### src/rtl/rns_pkg.sv
// rns_pkg: constants and types shared by the {5,7,11,13} RNS reverse converter.
//   Moduli M5..M13 and their product M_TOTAL, the MRC inverse constants K1..K6,
//   the radix weights W5/W35/W385, the decoder FSM state type and the modulus select type.
package rns_pkg;
    localparam int M5 = 5, M7 = 7, M11 = 11, M13 = 13, M_TOTAL = 5005;
    localparam logic [3:0] K1 = 4'd3, K2 = 4'd9, K3 = 4'd8, K4 = 4'd8, K5 = 4'd2, K6 = 4'd6;
    localparam logic [12:0] W5 = 13'd5, W35 = 13'd35, W385 = 13'd385;
    typedef enum logic [1:0] {IDLE, CALC, ACC, HOLD} state_t;
    typedef enum logic [1:0] {SEL7, SEL11, SEL13} msel_t;
endpackage

### src/rtl/rns_modsub_mul.sv
// rns_modsub_mul: combinational y = (((a-b) mod m) * k) mod m, m chosen by sel from {7,11,13}.
//   a, b : operands (in range for m when the tuple is legal)
//   k    : constant multiplier
//   sel  : modulus select
//   y    : fully reduced result in [0,m-1]
module rns_modsub_mul import rns_pkg::*; (
    input  logic [3:0] a,
    input  logic [3:0] b,
    input  logic [3:0] k,
    input  msel_t      sel,
    output logic [3:0] y
);
    logic [4:0] m, d;
    logic [8:0] p;
    always_comb begin
        m = sel == SEL7 ? 5'(M7) : sel == SEL11 ? 5'(M11) : 5'(M13);
        d = a >= b ? {1'b0, a} - {1'b0, b} : {1'b0, a} - {1'b0, b} + m;
        p = 9'(d) * 9'(k);
        // Constant-modulus reductions muxed afterwards instead of dividing by a variable modulus
        y = sel == SEL7 ? 4'(p % 9'(M7)) : sel == SEL11 ? 4'(p % 9'(M11)) : 4'(p % 9'(M13));
    end
endmodule

### src/rtl/rns_mrc_decoder.sv
// rns_mrc_decoder: mixed-radix reverse converter for the {5,7,11,13} RNS, X in [0,5004].
//   clk, rst          : clock, asynchronous active-high reset
//   in_valid/in_ready : input handshake for residues r5, r7, r11, r13
//   out_valid/out_ready : output handshake for x (OUT_W bits, zero-filled) and err
//   Macro RNS_DEC_RANGE_CHK_EN: flags out-of-range residues with err=1 and forces x=0;
//   when undefined err is always 0.
module rns_mrc_decoder import rns_pkg::*; #(
    parameter int OUT_W = 13
) (
    input  logic             clk,
    input  logic             rst,
    input  logic             in_valid,
    output logic             in_ready,
    input  logic [2:0]       r5,
    input  logic [2:0]       r7,
    input  logic [3:0]       r11,
    input  logic [3:0]       r13,
    output logic             out_valid,
    input  logic             out_ready,
    output logic [OUT_W-1:0] x,
    output logic             err
);
    state_t     state;
    logic [2:0] step;
    logic [3:0] c5, c7, c11, c13, v2, t3, t4, v3, v4, a, b, k, y;
    msel_t      sel;
    logic [12:0] sum;
`ifdef RNS_DEC_RANGE_CHK_EN
    logic bad;
`else
    localparam logic bad = 1'b0;
`endif

    rns_modsub_mul u_msm (.a(a), .b(b), .k(k), .sel(sel), .y(y));

    // Operand routing for the single shared modular unit, one MRC step per cycle
    always_comb begin
        a   = step == 3'd1 ? c7 : step == 3'd2 ? c11 : step == 3'd3 ? c13 : step == 3'd4 ? t3 : t4;
        b   = step <= 3'd3 ? c5 : step == 3'd6 ? v3 : v2;
        k   = step == 3'd1 ? K1 : step == 3'd2 ? K2 : step == 3'd3 ? K3 :
              step == 3'd4 ? K4 : step == 3'd5 ? K5 : K6;
        sel = step == 3'd1 ? SEL7 : (step == 3'd2 || step == 3'd4) ? SEL11 : SEL13;
        sum = 13'(c5) + W5 * 13'(v2) + W35 * 13'(v3) + W385 * 13'(v4);
    end

    always_ff @(posedge clk or posedge rst) begin
        if (rst) begin
            state     <= IDLE;
            step      <= 3'd0;
            in_ready  <= 1'b1;
            out_valid <= 1'b0;
            x         <= '0;
            err       <= 1'b0;
            c5        <= '0;
            c7        <= '0;
            c11       <= '0;
            c13       <= '0;
            v2        <= '0;
            t3        <= '0;
            t4        <= '0;
            v3        <= '0;
            v4        <= '0;
`ifdef RNS_DEC_RANGE_CHK_EN
            bad       <= 1'b0;
`endif
        end else begin
            case (state)
                IDLE: if (in_valid) begin
                    c5       <= {1'b0, r5};
                    c7       <= {1'b0, r7};
                    c11      <= r11;
                    c13      <= r13;
`ifdef RNS_DEC_RANGE_CHK_EN
                    bad      <= (r5 >= 3'(M5)) | (r7 >= 3'(M7)) | (r11 >= 4'(M11)) | (r13 >= 4'(M13));
`endif
                    step     <= 3'd1;
                    in_ready <= 1'b0;
                    state    <= CALC;
                end
                CALC: begin
                    case (step)
                        3'd1:    v2 <= y;
                        3'd2:    t3 <= y;
                        3'd3:    t4 <= y;
                        3'd4:    v3 <= y;
                        3'd5:    t4 <= y;
                        default: v4 <= y;
                    endcase
                    step  <= step + 3'd1;
                    state <= step == 3'd6 ? ACC : CALC;
                end
                ACC: begin
                    x         <= bad ? '0 : OUT_W'(sum);
                    err       <= bad;
                    out_valid <= 1'b1;
                    state     <= HOLD;
                end
                default: if (out_ready) begin
                    out_valid <= 1'b0;
                    in_ready  <= 1'b1;
                    state     <= IDLE;
                end
            endcase
        end
    end
endmodule

### config.mk
export PLATFORM = sky130hd
export DESIGN_NAME = rns_mrc_decoder
export DESIGN_NICKNAME = d
export VERILOG_FILES = /design/src/rtl/rns_pkg.sv /design/src/rtl/rns_modsub_mul.sv /design/src/rtl/rns_mrc_decoder.sv
export SDC_FILE = /design/constraint.sdc
export NUM_CORES = 1
export LEC_CHECK = 0
export CAP_MARGIN = 25
export CORE_UTILIZATION = 64
export CTS_BUF_LIST = sky130_fd_sc_hd__clkbuf_8
export DETAILED_ROUTE_END_ITERATION = 10
export PLACE_DENSITY = 0.89
export SYNTH_ARGS = -nofsm -noshare
export SYNTH_HDL_FRONTEND = slang
export SYNTH_SLANG_ARGS = --single-unit
export TNS_END_PERCENT = 1
### constraint.sdc
create_clock -name clk -period 16.8 [get_ports clk]
set_input_delay 3.36 -clock clk [delete_from_list [all_inputs] [get_ports clk]]
set_output_delay 3.36 -clock clk [all_outputs]
set_load 0.005 [all_outputs]
---- Word level (Yosys, flattened, before mapping) ----
Cells that the tools add are included.
storage, ports and cells
  register bits after elaboration ......... 54
  output and inout bits ................... 16
  word-level logic and storage cells ...... 92
  latch bits .............................. 0
  memories kept ........................... 0
  RAM bits ................................ 0
  ROM bits ................................ 0
cells by class
  magnitude comparators ................... 2
  multiplexer cells ....................... 29
  reduce and logical (&&, ||, !) cells .... 21
  shifts and indexed selects .............. 0
  bitwise logic cells ..................... 3
  multiply operators ...................... 4
  eq/ne operators ......................... 10
  divide/modulo/power cells ............... 3
  add/subtract/negate cells ............... 6
operators by type and width
  operator              count
  $mux 4                12
  $mod 9x4->9 const B   2
  $reduce_and 2->1      9
  $add 11x13->13        1
  $mul 9x4->13 const A  1
  $add 8x10->11         1
  $mul 6x4->10 const A  1
  $mux 2                5
  $mux 5                2
  $eq 3x3->1 const B    3
  $mod 9x3->9 const B   1
  $mul 5x4->9           1
  $mux 3                3
  $add 3x7->8           1
  $mul 3x4->7 const A   1
  $eq 3x2->1 const B    2
  $pmux 2 s3            1
  $pmux 3 s2            1
  $reduce_bool 2->1     3
  $reduce_or 2->1       3
  $add 5x5->5           1
  $reduce_or 5->1       1
  $sub 4x4->5           1
  $eq 2x1->1 const B    2
  13 further kinds      19

---- Longest topological paths before layout ----
Gate-level depths: netlist of run 1.
  word-level depth ........................ 13
  mapped depth ............................ 81
  gate-level depth less buffers ........... 77

---- Cells and area by module ----
From an unflattened synthesis of run 1, not the netlist that was laid out.
unflattened totals
  cells, all modules ...................... 660
  area total of the unflattened synthesis .. 6,246.0 µm²
by module, submodules not included
  module           cells an instance  area each (µm²)  seq. area each (µm²)  instances
  rns_mrc_decoder  349                3,829.9          1,352.5               1
  rns_modsub_mul   311                2,416.1          0.0                   1

---- Worst setup path before layout of run 1 ----
OpenSTA, ideal clock, no wires.
  kind .................................... register to register
  start point ............................. reg step[0]
  end point ............................... reg v2[1]
  path slack .............................. 1.376 ns
  cell stages (with the launch flop) ...... 79
  setup time .............................. 0.130 ns
  data required time ...................... 16.670 ns
  data arrival time ....................... 15.294 ns
  cell sequence ........................... dfrtp_1 inv_1 ha_1 clkbuf_1 inv_1 nor2_1 nand2_1 o211ai_1 o21ai_0 ha_1 fa_1 inv_1 ha_1 a21o_1 a21oi_1 xnor2_1 mux2i_1 nor2_1 (+43 left out) a311oi_4 xnor2_1 ha_1 a21o_1 a21oi_1 nor2b_1 nor2_1 o2111ai_1 o31a_1 nor2_2 ha_1 ha_1 o21ai_0 nand2b_1 a21oi_1 o2111ai_4 nor3_4 o31ai_1
on the way
  longest elaborated chain between the ends .. 13
RTL lines
  what                                                                  line                   text
  start, declared                                                       rns_mrc_decoder.sv:24  logic [2:0] step;
  start signal, assigned                                                rns_mrc_decoder.sv:89  step <= step + 3'd1;
  parallel branches: the longest is 13 deep, another holds $mul 5x4->9  -
  end signal, assigned                                                  rns_mrc_decoder.sv:82  3'd1: v2 <= y;
  end, declared                                                         rns_mrc_decoder.sv:25  logic [3:0] c5, c7, c11, c13, v2, t3, t4, v3, v4, a, b, k, y;
Several ways; the timed one is not identified.
A chain may end at the register's enable or synchronous reset.

---- Worst setup path after layout of run 1 ----
  start point ............................. reg step[0]
  end point ............................... reg t3[2]
on the way
  longest elaborated chain between the ends .. 13
RTL lines
  what                                                                  line                   text
  parallel branches: the longest is 13 deep, another holds $mul 5x4->9  -
  end signal, assigned                                                  rns_mrc_decoder.sv:83  3'd2: t3 <= y;
  end, declared                                                         rns_mrc_decoder.sv:25
Several ways; the timed one is not identified.

==> results of run 1 <==
worst paths after layout:
kind                       cells past startpoint        to    start
setup / recovery                              74     t3[2]  step[0]
hold / removal                                 2     t4[0]    t4[0]
setup reg to reg                              74     t3[2]  step[0]
hold reg to reg                                2     t4[0]    t4[0]
max in group asynchronous                      3  in_ready      rst
min in group asynchronous                      2    c13[3]      rst
area by class of cell:
class | instances | area (um2) | share of cell area [%]
clock buffer | 5 | 68.82 | 0.9466
clock inverter | 3 | 41.29 | 0.5680
inverter | 74 | 277.8 | 3.821
multi-input combinational | 569 | 4937 | 67.92
sequential | 54 | 1355 | 18.64
tap | 133 | 166.4 | 2.289
timing repair buffer | 44 | 422.9 | 5.818
per-stage QoR:
step | setup slack (ns) | utilization, % | hold slack [ns] | cell area, um2
after floorplan | 1.376 | - | 0.4484 | 6469
after global placement | 0.4824 | 70.52 | 0.4674 | 6893
after detailed placement | -0.3469 | 70.72 | 0.4659 | 6913
after CTS | 0.05011 | 72.50 | 0.4886 | 7087
final | 0.8513 | 74.37 | 0.4906 | 7269
after global routing | -0.1116 | 74.37 | 0.5334 | 7269
kinds of logic after synthesis:
group | synth area share, %
flops | 20.91
xor+xnor | 4.739
fa+ha+maj | 25.03
buf+inv | 5.609
other cells | 0.05797
simple gates | 15.32
compound gates | 20.97
mux | 7.369
layer usage:
| metal | part of all wire (%) | routed length (um) |
|---|---|---|
| met2 | 51 | 8821 |
| met3 | 4.8 | 822 |
| met5 | 0 | 0 |
| met4 | 5.5 | 940 |
| met1 | 38 | 6624 |
registers in the layout, summed over array words and instances (netlist names), 4 cells and up:
| signal | cells |
|---|---|
| t4 | 4 |
| v3 | 4 |
| c11 | 4 |
| v4 | 4 |
| c13 | 4 |
| x | 13 |
| t3 | 4 |
| v2 | 4 |
layout by cell type (no fill, tap or decap), drive strengths merged, types with 8 or more instances in the layout:
cell type,netlist,final
ha,91,91
xor2,9,9
inv,73,74
fa,24,24
nand2,58,58
nand3,18,18
dfrtp,53,53
buf,8,12
o31ai,16,16
o21ai,34,34
nand2b,10,10
a21o,19,19
o21a,8,8
mux2,34,34
nor2b,11,11
xnor2,26,26
clkdlybuf4s50,0,32
nor3,13,13
nor2,55,55
a21oi,47,47
or2,9,9
worst max-delay path: cells and delay by family, from the launching register on:
family / cells / cell delay, ns
compound gates: 25 / 4.95
xor+xnor: 2 / 0.27
fa+ha+maj: 15 / 4.95
buf+inv: 6 / 0.55
flops: 1 / 0.46
mux: 3 / 0.90
simple gates: 23 / 3.76
what timing repair did:
action,CTS,global route
cloned,1,0
resized for setup,10,35
endpoints found under the setup margin,20,20
pin swaps,4,8
setup buffers,2,6
==> metrics.md, run 1 <==
| Metric | Value |
|---|---|
| Outcome | `finished clean` |
| Maximum clock frequency | `62.70 MHz` |
| Gr ovfl total | `0` |
| Clk sink count | `54` |
| Worst Hold Class | `register to register` |
| Cell mode on critical path | `ha_1` |
| Worst path max stage delay | `between 0.5 and 0.6 ns` |
| Ant. Diodes | `0` |
| CP Max Fanout | `8` |
| Largest net degree at the start of global routing | `44` |
| CTS HTree Levels | `2` |
| Critical Path AT | `around 16 ns` |
| DRT iter0 DRCs | `379` |
| Final wirelength | `17,210 um` |
| Initial Util | `about 66%` |
| CTS tree | `yes` |
| Post-Syn Nets | `~850` |
| Layout Skew | `0.01098 ns` |
| Final Critical Period | `15.95 ns` |
| Inst Count DP | `865` |
| Top cells by count, synth | `ha_1, inv_1, nand2_1` |
| Top cell type's share of synthesized area | `20.50%` |
| Seq/Total Area, Yosys | `roughly a fifth` |
| Met2 GRT Util | `between 50% and 60%` |
| Drt pass-1 iters | `5` |
| Tcrit/Tclk final | `94.93%` |
| WS Path Type | `register to register` |
| Placer Congestion | `about 1.0` |
| Crit path launch type | `register` |
| # DRC | `0` |
| Synth area leaders | `dfrtp_1, ha_1, fa_1, mux2_2, inv_1` |
| Top-count cell post-synth | `ha_1` |
| CTS Hold Bufs | `0` |
| Synth Register Bits | `54` |
| Worst slew pin tran | `0.8021 ns` |
| Number of port buffers | `32` |
| Syn Inst Count | `approximately 700` |
| Most Used Layer, Global Route | `met2` |
| Number of warnings issued by yosys | `0` |
| Number of distinct library cells after synthesis | `86` |
| Max_cap viols | `0` |
| Die area | `10,510 um2` |
| CTS Buf Count | `5` |
| Fraction of registers with async set/reset | `100.0%` |
| GRT Total Usage | `33.50%` |
| Clock Path Buffers | `2` |
| Drt via density | `6.458` |
| Final setup vio count | `0` |
| Sum of negative setup slack | `0 ns` |
| Post-detailed-route count of antenna-violating nets | `0` |
| Primary FF master, synth | `dfrtp_1` |
| Avg WL per Cell | `19.51 um` |
| Initial antenna violation count | `0` |
| Post-Syn Area | `6469 um2` |
| Core area | `roughly 10000 um2` |
| Die Span Y | `~100 um` |
| Clk slew on worst S/H paths | `about 0.1 ns` |
| Post-synth EDFFs | `0` |
| Final cell count without fillers | `882` |
| M1 GR Usage | `a little under two fifths` |
| Critical-path top delay cell | `fa_1` |
| Vias in the first global route | `5,665` |
| Width of the die | `102.5 um` |
| Critical Path End Type | `register` |
| Syn avg cell area | `9.073 um2` |
| Area grow syn2layout | `12.38%` |
| DR vias | `5,696` |
| Final Max Tran Viols | `0` |
| FP Rows | `36` |
| Layout cells sized above 1 | `17.62%` |
| Final Hold Fails | `0` |
| Required @ worst endpoint | `about 17 ns` |
| Worst R2R Setup Slack | `0.85 ns` |
| HPWL Detailed | `13,040 um` |
| Clock Latency Late Sink | `0.32 ns` |
| Fillers | `approximately 670` |
| First-pass GRT wire length | `27,110 um` |
| Area leader, netlist | `dfrtp_1` |
| Clk Tree Root Cell | `clkbuf_8` |
| Nets | `around 880` |
| I/O Pins | `34` |
| Slew Limit Headroom | `46.21%` |
| Met3 usage | `roughly 5.3%` |
Power of run 1 is not shown: default switching activity piles up to over one toggle a cycle in this logic, so the estimate is an artifact.
==> inputs of run 2 (changes only) <==
- SLEW_MARGIN: unset -> 20
==> run 2 against run 1 <==
Against the previous run: non-clock buffer count did not move; clock-buffer cell count increased by 1; sequential share of layout area barely moved; register-to-register slack got worse by 0.15 ns; worst setup slack got worse by 0.15 ns.
==> metrics.md, run 2 (synthesis results as in run 1) <==
| Metric | Value |
|---|---|
| Outcome | `finished clean` |
| Tcrit/Tclk final | `95.82%` |
| Gr ovfl total | `0` |
| CP delay by family, top | `compound AO/OA/AOI/OAI gates` |
| I/O Pins | `34` |
| Final Hold Fails | `0` |
| CP Max Fanout | `8` |
| Sum of negative setup slack | `0 ns` |
| Final Critical Period | `16.10 ns` |
| Vias in the first global route | `5,596` |
| Largest net degree at the start of global routing | `30` |
| Avg WL per Cell | `19.12 um` |
| Core Util, Final | `about three quarters` |
| CTS tree | `yes` |
| Placer Congestion | `1.017` |
| Worst Hold Class | `register to register` |
| Final wirelength | `16,870 um` |
| Layout cells sized above 1 | `17.09%` |
| First-pass GRT wire length | `26,460 um` |
| Placed Area | `6913 um2` |
| Clk slew on worst S/H paths | `0.10 ns` |
| CTS Buf Count | `5` |
| Clk Tree Root Cell | `clkbuf_8` |
| Critical-path top delay cell | `fa_1` |
| HPWL Detailed | `12,620 um` |
| Largest reg by FF count | `x` |
| DP Worst Slack | `-0.2950 ns` |
| CTS HTree Levels | `2` |
| Worst path bufs/invs | `6` |
| DR vias | `5,656` |
| Drt pass-1 iters | `5` |
| # DRC | `0` |
| Clk sink count | `54` |
| Clock Latency Late Sink | `0.32 ns` |
| Slew Limit Headroom | `48.05%` |
| Final setup vio count | `0` |
| Most frequent cells in the layout | `ha_1, inv_1, nand2_1` |
| Worst slew pin tran | `a little under 0.8 ns` |
| Die Span Y | `102.5 um` |
| Post-detailed-route count of antenna-violating nets | `0` |
| Cell mode on critical path | `ha_1` |
| DRT iter0 DRCs | `364` |
| Clock Path Buffers | `2` |
| Number of port buffers | `32` |
| WS Path Type | `register to register` |
| Layout Skew | `roughly 0.0045 ns` |
| Area grow syn2layout | `12.22%` |
| Critical Path AT | `16.29 ns` |
| Required @ worst endpoint | `16.99 ns` |
| Maximum clock frequency | `slightly above 60 MHz` |
| Final instance area | `7259 um2` |
| CTS Hold Bufs | `0` |
| Initial Util | `about two thirds` |
| Ant. Diodes | `0` |
| Drt via density | `6.413` |
| GRT Total Usage | `between 30% and 40%` |
| Die area | `10,510 um2` |
| Nets | `a little under 900` |
| Width of the die | `102.5 um` |
| FP Rows | `36` |
| Fillers | `665` |
| Critical Path End Type | `register` |
| Worst path max stage delay | `0.53 ns` |
| Commonest non-fill, non-tap cell in the layout | `ha_1` |
| Max_cap viols | `0` |
| Post-route setup slack | `0.7016 ns` |
| Largest register FFs | `13` |
| Core area | `9774 um2` |
| Crit path launch type | `register` |
| Worst R2R Setup Slack | `around 0.70 ns` |
| Initial antenna violation count | `0` |
| Final Max Tran Viols | `0` |
run 2: path summary, 6_finish.rpt:
kind / endpoint / from / cells past startpoint
max: v3[1] / step[1] / 73
min: t3[0] / t3[0] / 2
max reg2reg: v3[1] / step[1] / 73
min reg2reg: t3[0] / t3[0] / 2
max in group asynchronous: step[2] / rst / 3
min in group asynchronous: c13[3] / rst / 2
run 2: final cells by class:
cell class	count	area, um2	share of cell area (%)
Multi-Input combinational cell	569	4917	67.74
Sequential cell	54	1355	18.67
Timing Repair Buffer	44	426.7	5.877
Inverter	74	277.8	3.826
Tap cell	133	166.4	2.292
Clock buffer	6	82.58	1.138
Clock inverter	2	33.78	0.4654
run 2: tightest hold or removal path, stage by stage, from the launching register on:
cell and delay (ns):
dfrtp_1 0.35, nand2_1 0.05, o31ai_1 0.06
run 2: routing by layer:
layer  track usage (%)  share of wire, %  vias up
met5                 0                 0        -
met4             15.82               4.3        0
met3             3.661               4.6       68
met2             58.92                51      241
met1             37.44                40     2744
li1                  -                 -     2603
run 2: timing repair:
action                     CTS  global route
cloned                       1             0
setup buffers                1             7
gates resized for setup     10            30
pin swaps                    3             9
setup endpoints to repair   20            20
run 2: per-stage QoR:
| stage | cells | hold slack, ns |
|---|---|---|
| 6_report | 882 | 0.4906 |
| 2_1_floorplan | 713 | 0.4484 |
| 3_3_place_gp | 864 | 0.4674 |
| 4_1_cts | 875 | 0.4921 |
| 5_1_grt | 882 | 0.5328 |
| 3_5_place_dp | 865 | 0.4687 |
Power of run 2 is left out for the same reason.
